--- config.mk ---
export PLATFORM = sky130hd
export DESIGN_NAME = disp_frame_check
export DESIGN_NICKNAME = d
export VERILOG_FILES = /design/src/rtl/disp_check_pkg.sv /design/src/rtl/disp_crc32_d24.sv /design/src/rtl/disp_frame_check.sv
export SDC_FILE = /design/constraint.sdc
export NUM_CORES = 1
export LEC_CHECK = 0
export ABC_AREA = 1
export BUFFER_PORTS_ARGS = -buffer_cell sky130_fd_sc_hd__clkbuf_2
export CAP_MARGIN = 10
export CORE_UTILIZATION = 25
export CTS_CLUSTER_DIAMETER = 50
export DETAILED_ROUTE_END_ITERATION = 8
export GPL_TIMING_DRIVEN = 1
export PLACE_DENSITY_LB_ADDON = 0.3
export SYNTH_ARGS = -nofsm -noshare
export SYNTH_HDL_FRONTEND = slang
export SYNTH_HIERARCHICAL = 1
export SYNTH_SLANG_ARGS = --single-unit
--- constraint.sdc ---
create_clock -name DCLK -period 4.9 [get_ports DCLK]
set_clock_uncertainty 0.2 [all_clocks]
set_input_delay 0.245 -clock DCLK [delete_from_list [all_inputs] [get_ports DCLK]]
set_output_delay 0.245 -clock DCLK [all_outputs]
set_load 0.01 [all_outputs]
--- src/rtl/disp_check_pkg.sv ---
// Shared constants and types for the display-output frame checker.
package disp_check_pkg;

    localparam int unsigned PIX_W       = 24;
    localparam int unsigned CRC_W       = 32;
    localparam int unsigned LINE_W_W    = 12;
    localparam int unsigned LINE_CNT_W  = 11;
    localparam int unsigned FRAME_CNT_W = 16;

    localparam logic [CRC_W-1:0] CRC_POLY = 32'h04C1_1DB7;
    localparam logic [CRC_W-1:0] CRC_INIT = 32'hFFFF_FFFF;

    typedef enum logic {
        IDLE = 1'b0,
        RUN  = 1'b1
    } state_t;

    typedef struct packed {
        logic [7:0] r;
        logic [7:0] g;
        logic [7:0] b;
    } pixel_t;

endpackage

--- src/rtl/disp_crc32_d24.sv ---
// Combinational next-CRC for one 24-bit pixel: the serial MSB-first LFSR unrolled 24 times.
module disp_crc32_d24
    import disp_check_pkg::*;
(
    input  logic [CRC_W-1:0] i_crc,
    input  logic [PIX_W-1:0] i_data,
    output logic [CRC_W-1:0] o_crc_c
);

    always_comb begin
        o_crc_c = i_crc;
        for (int i = int'(PIX_W) - 1; i >= 0; i--) begin
            if (o_crc_c[CRC_W-1] ^ i_data[i]) begin
                o_crc_c = {o_crc_c[CRC_W-2:0], 1'b0} ^ CRC_POLY;
            end else begin
                o_crc_c = {o_crc_c[CRC_W-2:0], 1'b0};
            end
        end
    end

endmodule

--- src/rtl/disp_frame_check.sv ---
// Pixel-output monitor: per-frame line width/count, CRC-32 of active pixels,
// frame counter and sticky geometry errors, all in the DCLK domain.
module disp_frame_check
    import disp_check_pkg::*;
#(
    parameter int unsigned H_ACTIVE = 1024,
    parameter int unsigned V_ACTIVE = 768
) (
    input  logic                   DCLK,
    input  logic                   DRST,
    input  logic [7:0]             DSP_R,
    input  logic [7:0]             DSP_G,
    input  logic [7:0]             DSP_B,
    input  logic                   DSP_DE,
    input  logic                   DSP_HSYNC_X,
    input  logic                   DSP_VSYNC_X,
    input  logic                   CHK_EN,
    input  logic                   ERR_CLR,
    output logic                   FRAME_DONE,
    output logic [CRC_W-1:0]       FRAME_CRC,
    output logic [LINE_W_W-1:0]    LINE_W,
    output logic [LINE_CNT_W-1:0]  LINE_CNT,
    output logic [FRAME_CNT_W-1:0] FRAME_CNT,
    output logic                   ERR_W,
    output logic                   ERR_H
);

    localparam logic [LINE_W_W-1:0]   H_EXP = LINE_W_W'(H_ACTIVE);
    localparam logic [LINE_CNT_W-1:0] V_EXP = LINE_CNT_W'(V_ACTIVE);

    state_t                  r_state;
    logic                    r_vs_prev;
    logic                    r_de_prev;
    logic                    r_skip;       // open line cut by vsync: ignore until DE drops
    logic [LINE_W_W-1:0]     r_wcnt;
    logic [LINE_CNT_W-1:0]   r_lcnt;
    logic [CRC_W-1:0]        r_crc;
    logic [CRC_W-1:0]        r_crc_line;   // CRC at the last completed line

    pixel_t                  w_pix;
    logic [CRC_W-1:0]        w_crc_next;
    logic                    w_vs_fall;
    logic                    w_de_fall;
    logic                    w_run;
    logic                    w_line_end;
    logic                    w_frame_close;
    logic                    w_set_w;
    logic                    w_set_h;
    logic [LINE_W_W-1:0]     w_wcnt_inc;
    logic [LINE_CNT_W-1:0]   w_lcnt_inc;
    logic [LINE_CNT_W-1:0]   w_lcnt_close;
    logic [CRC_W-1:0]        w_crc_close;
    logic                    w_unused_hsync;

    assign w_unused_hsync = DSP_HSYNC_X;
    assign w_pix          = '{r: DSP_R, g: DSP_G, b: DSP_B};

    disp_crc32_d24 u_crc (
        .i_crc   (r_crc),
        .i_data  (w_pix),
        .o_crc_c (w_crc_next)
    );

    assign w_vs_fall     = ~DSP_VSYNC_X & r_vs_prev;
    assign w_de_fall     = ~DSP_DE & r_de_prev;
    assign w_run         = (r_state == RUN) & CHK_EN;
    assign w_line_end    = w_run & w_de_fall & ~r_skip;
    assign w_frame_close = w_run & w_vs_fall;

    assign w_wcnt_inc   = (r_wcnt == '1) ? r_wcnt : r_wcnt + LINE_W_W'(1);
    assign w_lcnt_inc   = (r_lcnt == '1) ? r_lcnt : r_lcnt + LINE_CNT_W'(1);
    assign w_lcnt_close = w_line_end ? w_lcnt_inc : r_lcnt;
    // A line still open at vsync is dropped, so the frame CRC rolls back to the last line end.
    assign w_crc_close  = DSP_DE ? r_crc_line : r_crc;

    assign w_set_w = (w_line_end & (r_wcnt != H_EXP)) | (w_frame_close & DSP_DE);
    assign w_set_h = w_frame_close & (w_lcnt_close != V_EXP);

    always_ff @(posedge DCLK) begin
        if (DRST) begin
            r_state    <= IDLE;
            r_vs_prev  <= 1'b1;
            r_de_prev  <= 1'b1;
            r_skip     <= 1'b0;
            r_wcnt     <= '0;
            r_lcnt     <= '0;
            r_crc      <= CRC_INIT;
            r_crc_line <= CRC_INIT;
            FRAME_DONE <= 1'b0;
            FRAME_CRC  <= '0;
            LINE_W     <= '0;
            LINE_CNT   <= '0;
            FRAME_CNT  <= '0;
            ERR_W      <= 1'b0;
            ERR_H      <= 1'b0;
        end else begin
            r_vs_prev  <= DSP_VSYNC_X;
            r_de_prev  <= DSP_DE;
            FRAME_DONE <= 1'b0;
            ERR_W      <= w_set_w | (ERR_W & ~ERR_CLR);
            ERR_H      <= w_set_h | (ERR_H & ~ERR_CLR);
            case (r_state)
                IDLE: begin
                    r_wcnt     <= '0;
                    r_lcnt     <= '0;
                    r_crc      <= CRC_INIT;
                    r_crc_line <= CRC_INIT;
                    if (CHK_EN && w_vs_fall) begin
                        r_state <= RUN;
                        r_skip  <= DSP_DE;
                    end
                end
                RUN: begin
                    if (!CHK_EN) begin
                        r_state    <= IDLE;
                        r_wcnt     <= '0;
                        r_lcnt     <= '0;
                        r_crc      <= CRC_INIT;
                        r_crc_line <= CRC_INIT;
                    end else if (w_frame_close) begin
                        FRAME_DONE <= 1'b1;
                        FRAME_CRC  <= w_crc_close;
                        LINE_CNT   <= w_lcnt_close;
                        FRAME_CNT  <= FRAME_CNT + FRAME_CNT_W'(1);
                        if (w_line_end) begin
                            LINE_W <= r_wcnt;
                        end
                        r_wcnt     <= '0;
                        r_lcnt     <= '0;
                        r_crc      <= CRC_INIT;
                        r_crc_line <= CRC_INIT;
                        r_skip     <= DSP_DE;
                    end else begin
                        if (DSP_DE && !r_skip) begin
                            r_wcnt <= w_wcnt_inc;
                            r_crc  <= w_crc_next;
                        end
                        if (w_line_end) begin
                            LINE_W     <= r_wcnt;
                            r_lcnt     <= w_lcnt_inc;
                            r_wcnt     <= '0;
                            r_crc_line <= r_crc;
                        end
                        if (!DSP_DE) begin
                            r_skip <= 1'b0;
                        end
                    end
                end
                default: r_state <= IDLE;
            endcase
        end
    end

endmodule

# Yosys cells after proc, flatten, opt, wreduce, memory -nomap -nowiden
# Index checks and enable logic that the tools add are counted.
# word_totals
reg_bits	165
in_bits	31
out_inout_bits	74
word_cells	158
# op_classes
addsub	3
n_eq_ne	11
n_mux	53
n_bitwise	68
reduce_logical	8
# op_table
operator	count
27-bit two-way mux	24
14-bit inverter	24
32-bit two-way mux	7
32-bit case mux with 2 select lines	2
12-bit two-way mux	5
11-bit two-way mux	4
12-bit case mux with 2 select lines	1
1-bit XOR	24
11-bit case mux with 2 select lines	1
16-bit by 1-bit adder with 16-bit output (second input constant)	1
12-bit by 1-bit adder with 12-bit output (second input constant)	1
12-bit == test (second input constant)	1
12-bit by 11-bit != test with 1-bit output (second input constant)	1
11-bit by 1-bit adder with 11-bit output (second input constant)	1
1-bit bitwise AND	11
11-bit == test (second input constant)	1
11-bit by 10-bit != test with 1-bit output (second input constant)	1
3-bit AND reduction	3
4-bit by 2-bit != test with 1-bit output (second input constant)	2
1-bit two-way mux	7
1-bit inverter	6
5-bit by 2-bit != test with 1-bit output (second input constant)	1
5-bit != test (second input constant)	1
2-bit != test (second input constant)	2
7 further kinds	11

# Depth between registers and ports, before layout
# Gate-level depths: netlist of the first run.
# depth
word_depth	52
mapped_depth	25
depth_no_buf	25

# By module
# The synthesis of the first run kept the hierarchy.
# modules_own_cells
module	instances	cells_each	area_each_um2	seq_area_each_um2
disp_frame_check	1	857	6746.5	3303.2
disp_crc32_d24	1	680	3895.0	0.0

# Worst setup path after synthesis of the first run
# Ideal clock, no wire load.
# synth_path
path_kind	register to register
startpoint	reg r_crc[30]
endpoint	reg r_crc[16]
setup_time_ns	0.129
arrival_ns	2.118
setup_slack_ns	2.453
path_stages_with_launch	21
cell_sequence	dfxtp_1 -> inv_1 -> nand2_1 -> nand2_4 -> nand2_4 -> nand2_4 -> inv_2 -> nand2_1 -> nand2_4 -> nand2_2 -> nand3_1 -> nand2_2 -> inv_2 -> nand2_1 -> nand2_2 -> xor2_2 -> nand3_1 -> nand2_1 -> inv_1 -> a21oi_1 -> o21ai_0
# synth_between
elab_chain_len	34
elab_cells_between_ends	51
cone_classes	27 x mux; 24 x bitwise
# synth_rtl
item	line_no	source
start: declaration	disp_frame_check.sv:37	logic [CRC_W-1:0] r_crc;
start signal: assignment	disp_frame_check.sv:136	r_crc <= w_crc_next;
1-bit XOR (*)	disp_crc32_d24.sv:13	if (o_crc_c[CRC_W-1] ^ i_data[i]) begin
27-bit two-way mux (*)	disp_crc32_d24.sv:13	
1-bit XOR	disp_crc32_d24.sv:13	
27-bit two-way mux	disp_crc32_d24.sv:13	
14-bit inverter (no line)	-	
27-bit two-way mux	disp_crc32_d24.sv:13	
14-bit inverter (no line)	-	
27-bit two-way mux (2 in a row)	disp_crc32_d24.sv:13	
(+15 left out)	-	
27-bit two-way mux (4 in a row)	disp_crc32_d24.sv:13	
14-bit inverter (no line)	-	
27-bit two-way mux (*)	disp_crc32_d24.sv:13	
via w_crc_next[16]	disp_frame_check.sv:41	logic [CRC_W-1:0] w_crc_next;
32-bit two-way mux (*)	disp_frame_check.sv:134	if (DSP_DE && !r_skip) begin
32-bit two-way mux (*)	disp_frame_check.sv:120	end else if (w_frame_close) begin
32-bit two-way mux (*)	disp_frame_check.sv:114	if (!CHK_EN) begin
32-bit case mux with 2 select lines (*)	disp_frame_check.sv:102	case (r_state)
# Mark *: on every way through the listed nets, which the timed path passes. The rest lies on a longest branch. The select of a mux whose other input is x is not followed.
# A chain may end at the register's enable or synchronous reset.

# Worst setup path after layout of the first run
# Same ends and word-level chain as after synthesis.

==> results.cfg, run 1 <==
[hold_path]
hold_class = in2reg
hp-start = DRST
min_to = FRAME_CNT[13]
hold_depth = 2

[routing]
firstDrtPassIters = 5
vias_per_cell = 4.53
vias = 9831
drc = 0
finalWirelength_um = 31700
drtIter0Drc = 665
final_antenna_net_count = 0
wl_per_cell_um = 14.6

[worst_setup_path]
r2r_setup_slack_ns = 1.74
cp-start-kind = flop
required_ns = 4.97
crit_type = reg2reg
cp.arrival_ns = 3.24
regToRegEndpoint = r_crc[16]
regToRegStartpoint = r_crc[30]
worst_r2r_path_depth = 23
end_kind = flop
cp_max_fo = 9

[timing]
fin_crit_sh_pct = 64.6
finalSetupViolCount = 0
tns_ns = 0
max_slew.worst_pin.slew_ns = 1.21
finalHoldViolations = 0
fmax_mhz = 316
finalCriticalPeriod_ns = 3.16
maxSlewViolCount = 0
rsz0062_at_grt = no
relSlewSlack_pct = 19.5
layout_setup_ws_ns = 1.74
holdWs_ns = 0.0908

[grt]
grt_use_total_pct = 14.8
grt_pass1_vias = 9257
antenna_found_initial = 0
grt_pass1_wl_um = 50700
grt_max_degree = 65
overflow = 0

[clocking]
clockRootBuffer = clkbuf_16
h-tree-depth = 4
cts_setup_buffers = 0
cts_tree = built
clk_latency_ns = 0.43
ctsResizeCount = 0
numCtsBuffers = 17
clock_sinks = 165
clk_path_buf_depth = 2
path_clk_slew_ns = 0.07

[run_status]
run_status = completed

[place]
dpl.hpwl_um = 24500
place.port_buffers = 103
dpl_worst_slack_ns = 1.73
placed_area_um2 = 11600
place_inst = 2135
gp_congestion = 0.895

[synthesis]
yosysWarnings = 6
syn_area_per_cell_um2 = 6.92
synthFlopType = dfxtp_1
async_flop_share_pct = 0
synth_nets = 1572
syn_area_um2 = 10600
ys_ff_latch = 165
synth_area_leaders = dfxtp_1 (31%), nand2_1 (17%), xor2_1 (7.3%)
synthCells = 1537
ys_seq_area_share_pct = 31.0
yosysTopAreaCellShare_pct = 31.0
yosysTopAreaCell = dfxtp_1
ys_types = 48
synth_edf_count = 0

[pwr]
p_total_mw = 4.37
power_density_nw_per_um2 = 357
power.static_leakage_nw = 6.15
irDropWorstVdd_mv = 0.198

[finish]
syn2layout_area_growth_pct = 15.0
fillers = 4609
fin_nets = 1653
n_antenna_cell = 0
final_util_pct = 29.2
stdcell_count = 2170
drive_above_1_share_pct = 19.0
final_common_cell = nand2_1
most-common-layout-cells = nand2_1 (471), inv_1 (166), dfxtp_1 (165), clkbuf_2 (103), xor2_1 (89)
finalInstanceArea_um2 = 12200

[die]
start_util_pct = 25.4
die_h_um = 208
die_w_um = 208
coreArea_um2 = 41900
die-area_um2 = 43400
io_pins = 105
num_rows = 75

[job]
drv_cap = 0
-- critical path, stage by stage, from the launching register on --
cell     delay [ns]
dfxtp_1        0.49
inv_1          0.09
nand2_1        0.09
nand2_2        0.10
nand2_2        0.12
nand2_4        0.10
nand2_2        0.10
nand3_2        0.14
nand2_4        0.18
inv_2          0.10
nand2_1        0.12
nand2_2        0.08
nand2_2        0.08
nand2_2        0.08
nand2_4        0.10
inv_2          0.06
nor2_8         0.19
nand2_1        0.10
nand2_1        0.07
nand2_1        0.04
nand2_1        0.07
inv_1          0.05
a21oi_1        0.13
o21ai_0        0.11
-- synthesized netlist by cell type, types with 33 or more instances --
library cell  count
nand2_1         471
inv_1           167
dfxtp_1         165
xor2_1           89
nand3_1          85
o21ai_0          83
a21oi_1          67
nand2_2          57
nor2_1           47
o211ai_1         39
nand2_4          35
a31oi_1          33
-- worst max path at each step --
| stage | startpoint | to |
|---|---|---|
| after global placement | r_crc[29] | r_crc[16] |
| after CTS | r_crc[29] | r_crc[16] |
| final | r_crc[30] | r_crc[16] |
| after global routing | r_crc[29] | r_crc[16] |
| after detailed placement | r_crc[29] | r_crc[16] |
| after floorplan | r_crc[30] | r_crc[16] |
-- state kept, by name, summed over array words and instances (netlist names) --
signal and count:
r_crc 32, r_de_prev 1, r_vs_prev 1, r_skip 1, r_crc_line 32, FRAME_CRC 32
r_lcnt 11, LINE_CNT 11, ERR_H 1, r_state 1, FRAME_DONE 1, LINE_W 12
ERR_W 1, FRAME_CNT 16, r_wcnt 12
-- logic make-up (layout without fill, tap and decap cells) --
logic type	after synthesis	in the layout	synth area share, %
AND/OR/NAND/NOR	764	764	35.7
buffers and inverters	242	336	9.03
AO/OA/AOI/OAI	240	240	12.8
flip-flops	165	165	31.0
XOR/XNOR	122	122	10.9
adder cells (fa/ha/maj)	4	4	0.470
-- cell type report --
cell class / instances / area, µm² / share of cell area [%]
clock buffer: 19 / 433 / 3.54
clock inverter: 13 / 138 / 1.12
inverter: 195 / 743 / 6.07
multi-input combinational: 1130 / 6380 / 52.1
sequential: 165 / 3300 / 27.0
tap: 539 / 674 / 5.51
timing repair buffer: 109 / 568 / 4.64
-- routing by layer --
metal | vias to the layer above | global-route usage, % | part of all wire [%]
met2 | 204 | 24.4 | 47
met4 | 0 | 4.85 | 2.2
met5 | - | 0 | 0
met3 | 30 | 2.16 | 3.6
met1 | 4549 | 19.7 | 47
li1 | 5048 | - | -
-- report_power, final --
| group | switching [mW] | internal, mW |
|---|---|---|
| Sequential | 0.0183 | 1.36 |
| Combinational | 1.11 | 0.563 |
| Clock | 0.600 | 0.717 |
| Total | 1.73 | 2.64 |
-- repair_timing --
| item | CTS | global route |
|---|---|---|
| endpoints found under the setup margin | 0 | 0 |
| endpoints found under the hold margin | 6 | 0 |
| hold buffers | 3 | 0 |
(Power assumes the default switching activity.)
==> inputs of run 2 (changes only) <==
Clock period 4.9 ns to 2.8 ns, I/O delays scaled along.
==> run 2 against run 1 <==
  * Sequential power grew 75%
  * Largest cell class unchanged
  * Clock power rose by 82%
  * Largest power group unchanged
  * Combinational power increased by 140%
  * Final cell count is 6.5% higher
  * Routed wire length rose by 4.0%
  * Register-to-register slack worse by 1.7 ns
  * Global-route usage up 0.26 points
  * Fmax rose by 13%
  * First-iteration DRC count is 11% lower
  * Sequential share of layout area decreased by 3.4 points
  * Via count up 5.9%
==> results.cfg, run 2 (synthesis gave the netlist of run 1 again) <==
[run_status]
run_status = completed

[worst_setup_path]
required_ns = 2.89
crit_type = reg2reg
regToRegEndpoint = r_crc[15]
path_cells = inv_2 -> nand2_2 -> nand2_4 -> nand2_4 -> nand3_4 -> nand2_4 -> buf_6 -> nand2_2 -> nand2_2 -> nand3b_1 -> nand2_4 -> inv_2 -> nand2_4 -> nand2_8 -> xor2_4 -> buf_6 -> xor2_1 -> a21oi_1 -> o21ai_1
cp_slowest_cell = dfxtp_4
cp_common_cell = nand2_4
end_kind = flop
crit_family = simple AND/OR/NAND/NOR gates
cp_slowest_stage_delay_ns = 0.36
r2r_setup_slack_ns = 0.007
cp_max_fo = 6
cp-start-kind = flop
regToRegStartpoint = r_crc[31]
crit_buf_inv = 4
worst_r2r_path_depth = 19
cp.arrival_ns = 2.88

[finish]
drive_above_1_share_pct = 32.8
final_common_cell = nand2_1
syn2layout_area_growth_pct = 32.8
fin_nets = 1795
most-common-layout-cells = nand2_1 (405), inv_1 (160), dfxtp_1 (153), buf_4 (131), clkbuf_2 (103)
n_antenna_cell = 0
reg_top3 = FRAME_CRC x32, r_crc x32, r_crc_line x32

[grt]
grt_pass1_vias = 9666
overflow = 0
grt_max_degree = 86
antenna_found_initial = 0
grt_use_total_pct = 15.1
grt_pass1_wl_um = 51900

[timing]
fin_crit_sh_pct = 99.7
finalCriticalPeriod_ns = 2.79
finalSetupViolCount = 0
rsz0062_at_grt = yes
relSlewSlack_pct = 34.1
maxSlewViolCount = 0
finalHoldViolations = 0
layout_setup_ws_ns = 0.00740
fmax_mhz = 358
max_slew.worst_pin.slew_ns = 0.988

[pwr]
p_total_mw = 8.74
power.static_leakage_nw = 7.03
irDropWorstVdd_mv = 0.368
power_density_nw_per_um2 = 618

[die]
io_pins = 105
die_w_um = 208
num_rows = 75
coreArea_um2 = 41900
die_h_um = 208
die-area_um2 = 43400
start_util_pct = 25.4

[hold_path]
hold_class = in2reg
hp-start = DSP_DE
min_to = FRAME_CRC[14]
hold_depth = 3

[clocking]
numCtsBuffers = 17
clk_latency_ns = 0.43
path_clk_slew_ns = 0.07
clockRootBuffer = clkbuf_16
clock_sinks = 165
h-tree-depth = 4
cts_tree = built
clk_path_buf_depth = 2

[routing]
drtIter0Drc = 589
wl_per_cell_um = 14.3
drc = 0
vias_per_cell = 4.50
final_antenna_net_count = 0
firstDrtPassIters = 5
vias = 10400
finalWirelength_um = 33000

[job]
drv_cap = 0

[place]
place.port_buffers = 103
dpl.hpwl_um = 25700
dpl_worst_slack_ns = -0.207
gp_congestion = 0.896
==> run 2: worst min-delay path, cell delays in order <==
cell,delay [ns]
clkbuf_2,0.26
nand2_1,0.14
a31oi_1,0.07
==> run 2: layout make-up <==
type	instances	area, µm²
repair buffers	251	1760
inverters	195	748
multi-input cells	1130	7030
clock inverters	13	164
clock buffers	19	433
fillers	4471	27800
well taps	539	674
flip-flops and latches	165	3330
==> run 2: report_power, final <==
part | internal (mW) | switching, mW | total, mW
combinational | 1.63 | 2.31 | 3.94
clock | 1.35 | 1.05 | 2.40
sequential | 2.38 | 0.0310 | 2.41
==> run 2: routing by layer <==
layer / up-vias / global-route usage [%] / part of all wire (%)
met1: 4858 / 20.0 / 48
met5: - / 0 / 0
met4: 0 / 3.86 / 1.8
li1: 5327 / - / -
met2: 190 / 25.7 / 47
met3: 34 / 1.87 / 3.3
==> run 2: how the worst max path moves through the flow <==
stage	end	start	slack (ns)	depth (start not counted)
3_3_place_gp	r_crc[23]	r_crc[27]	-0.19	19
6_report	r_crc[15]	r_crc[31]	0.007	19
3_5_place_dp	r_crc[13]	r_crc[31]	-0.21	24
5_1_grt	r_crc[17]	r_crc[29]	-0.13	19
4_1_cts	r_crc[17]	r_crc[29]	0.0004	19
2_1_floorplan	r_crc[16]	r_crc[30]	0.35	20
==> run 2: per-stage QoR <==
stage | cells | setup TNS (ns) | cell area, µm² | utilization (%) | hold slack (ns)
after floorplan | 1537 | 0 | 10600 | - | 0.0353
after CTS | 2293 | 0 | 13400 | 32.0 | 0.0310
after detailed placement | 2250 | -1.95 | 12600 | 30.0 | 0.171
final | 2312 | 0 | 14100 | 33.7 | 0.0354
after global routing | 2312 | -2.09 | 14100 | 33.7 | 0.0436
after global placement | 2250 | -1.25 | 12600 | 30.0 | 0.160
==> run 2: timing repair <==
item                                    4_1_cts  5_1_grt
buffers inserted                              7       19
hold buffers                                  4        0
resized for setup                            39      141
endpoints found under the setup margin       28       31
hold endpoints to repair                     14        0
pin swaps                                    13       48
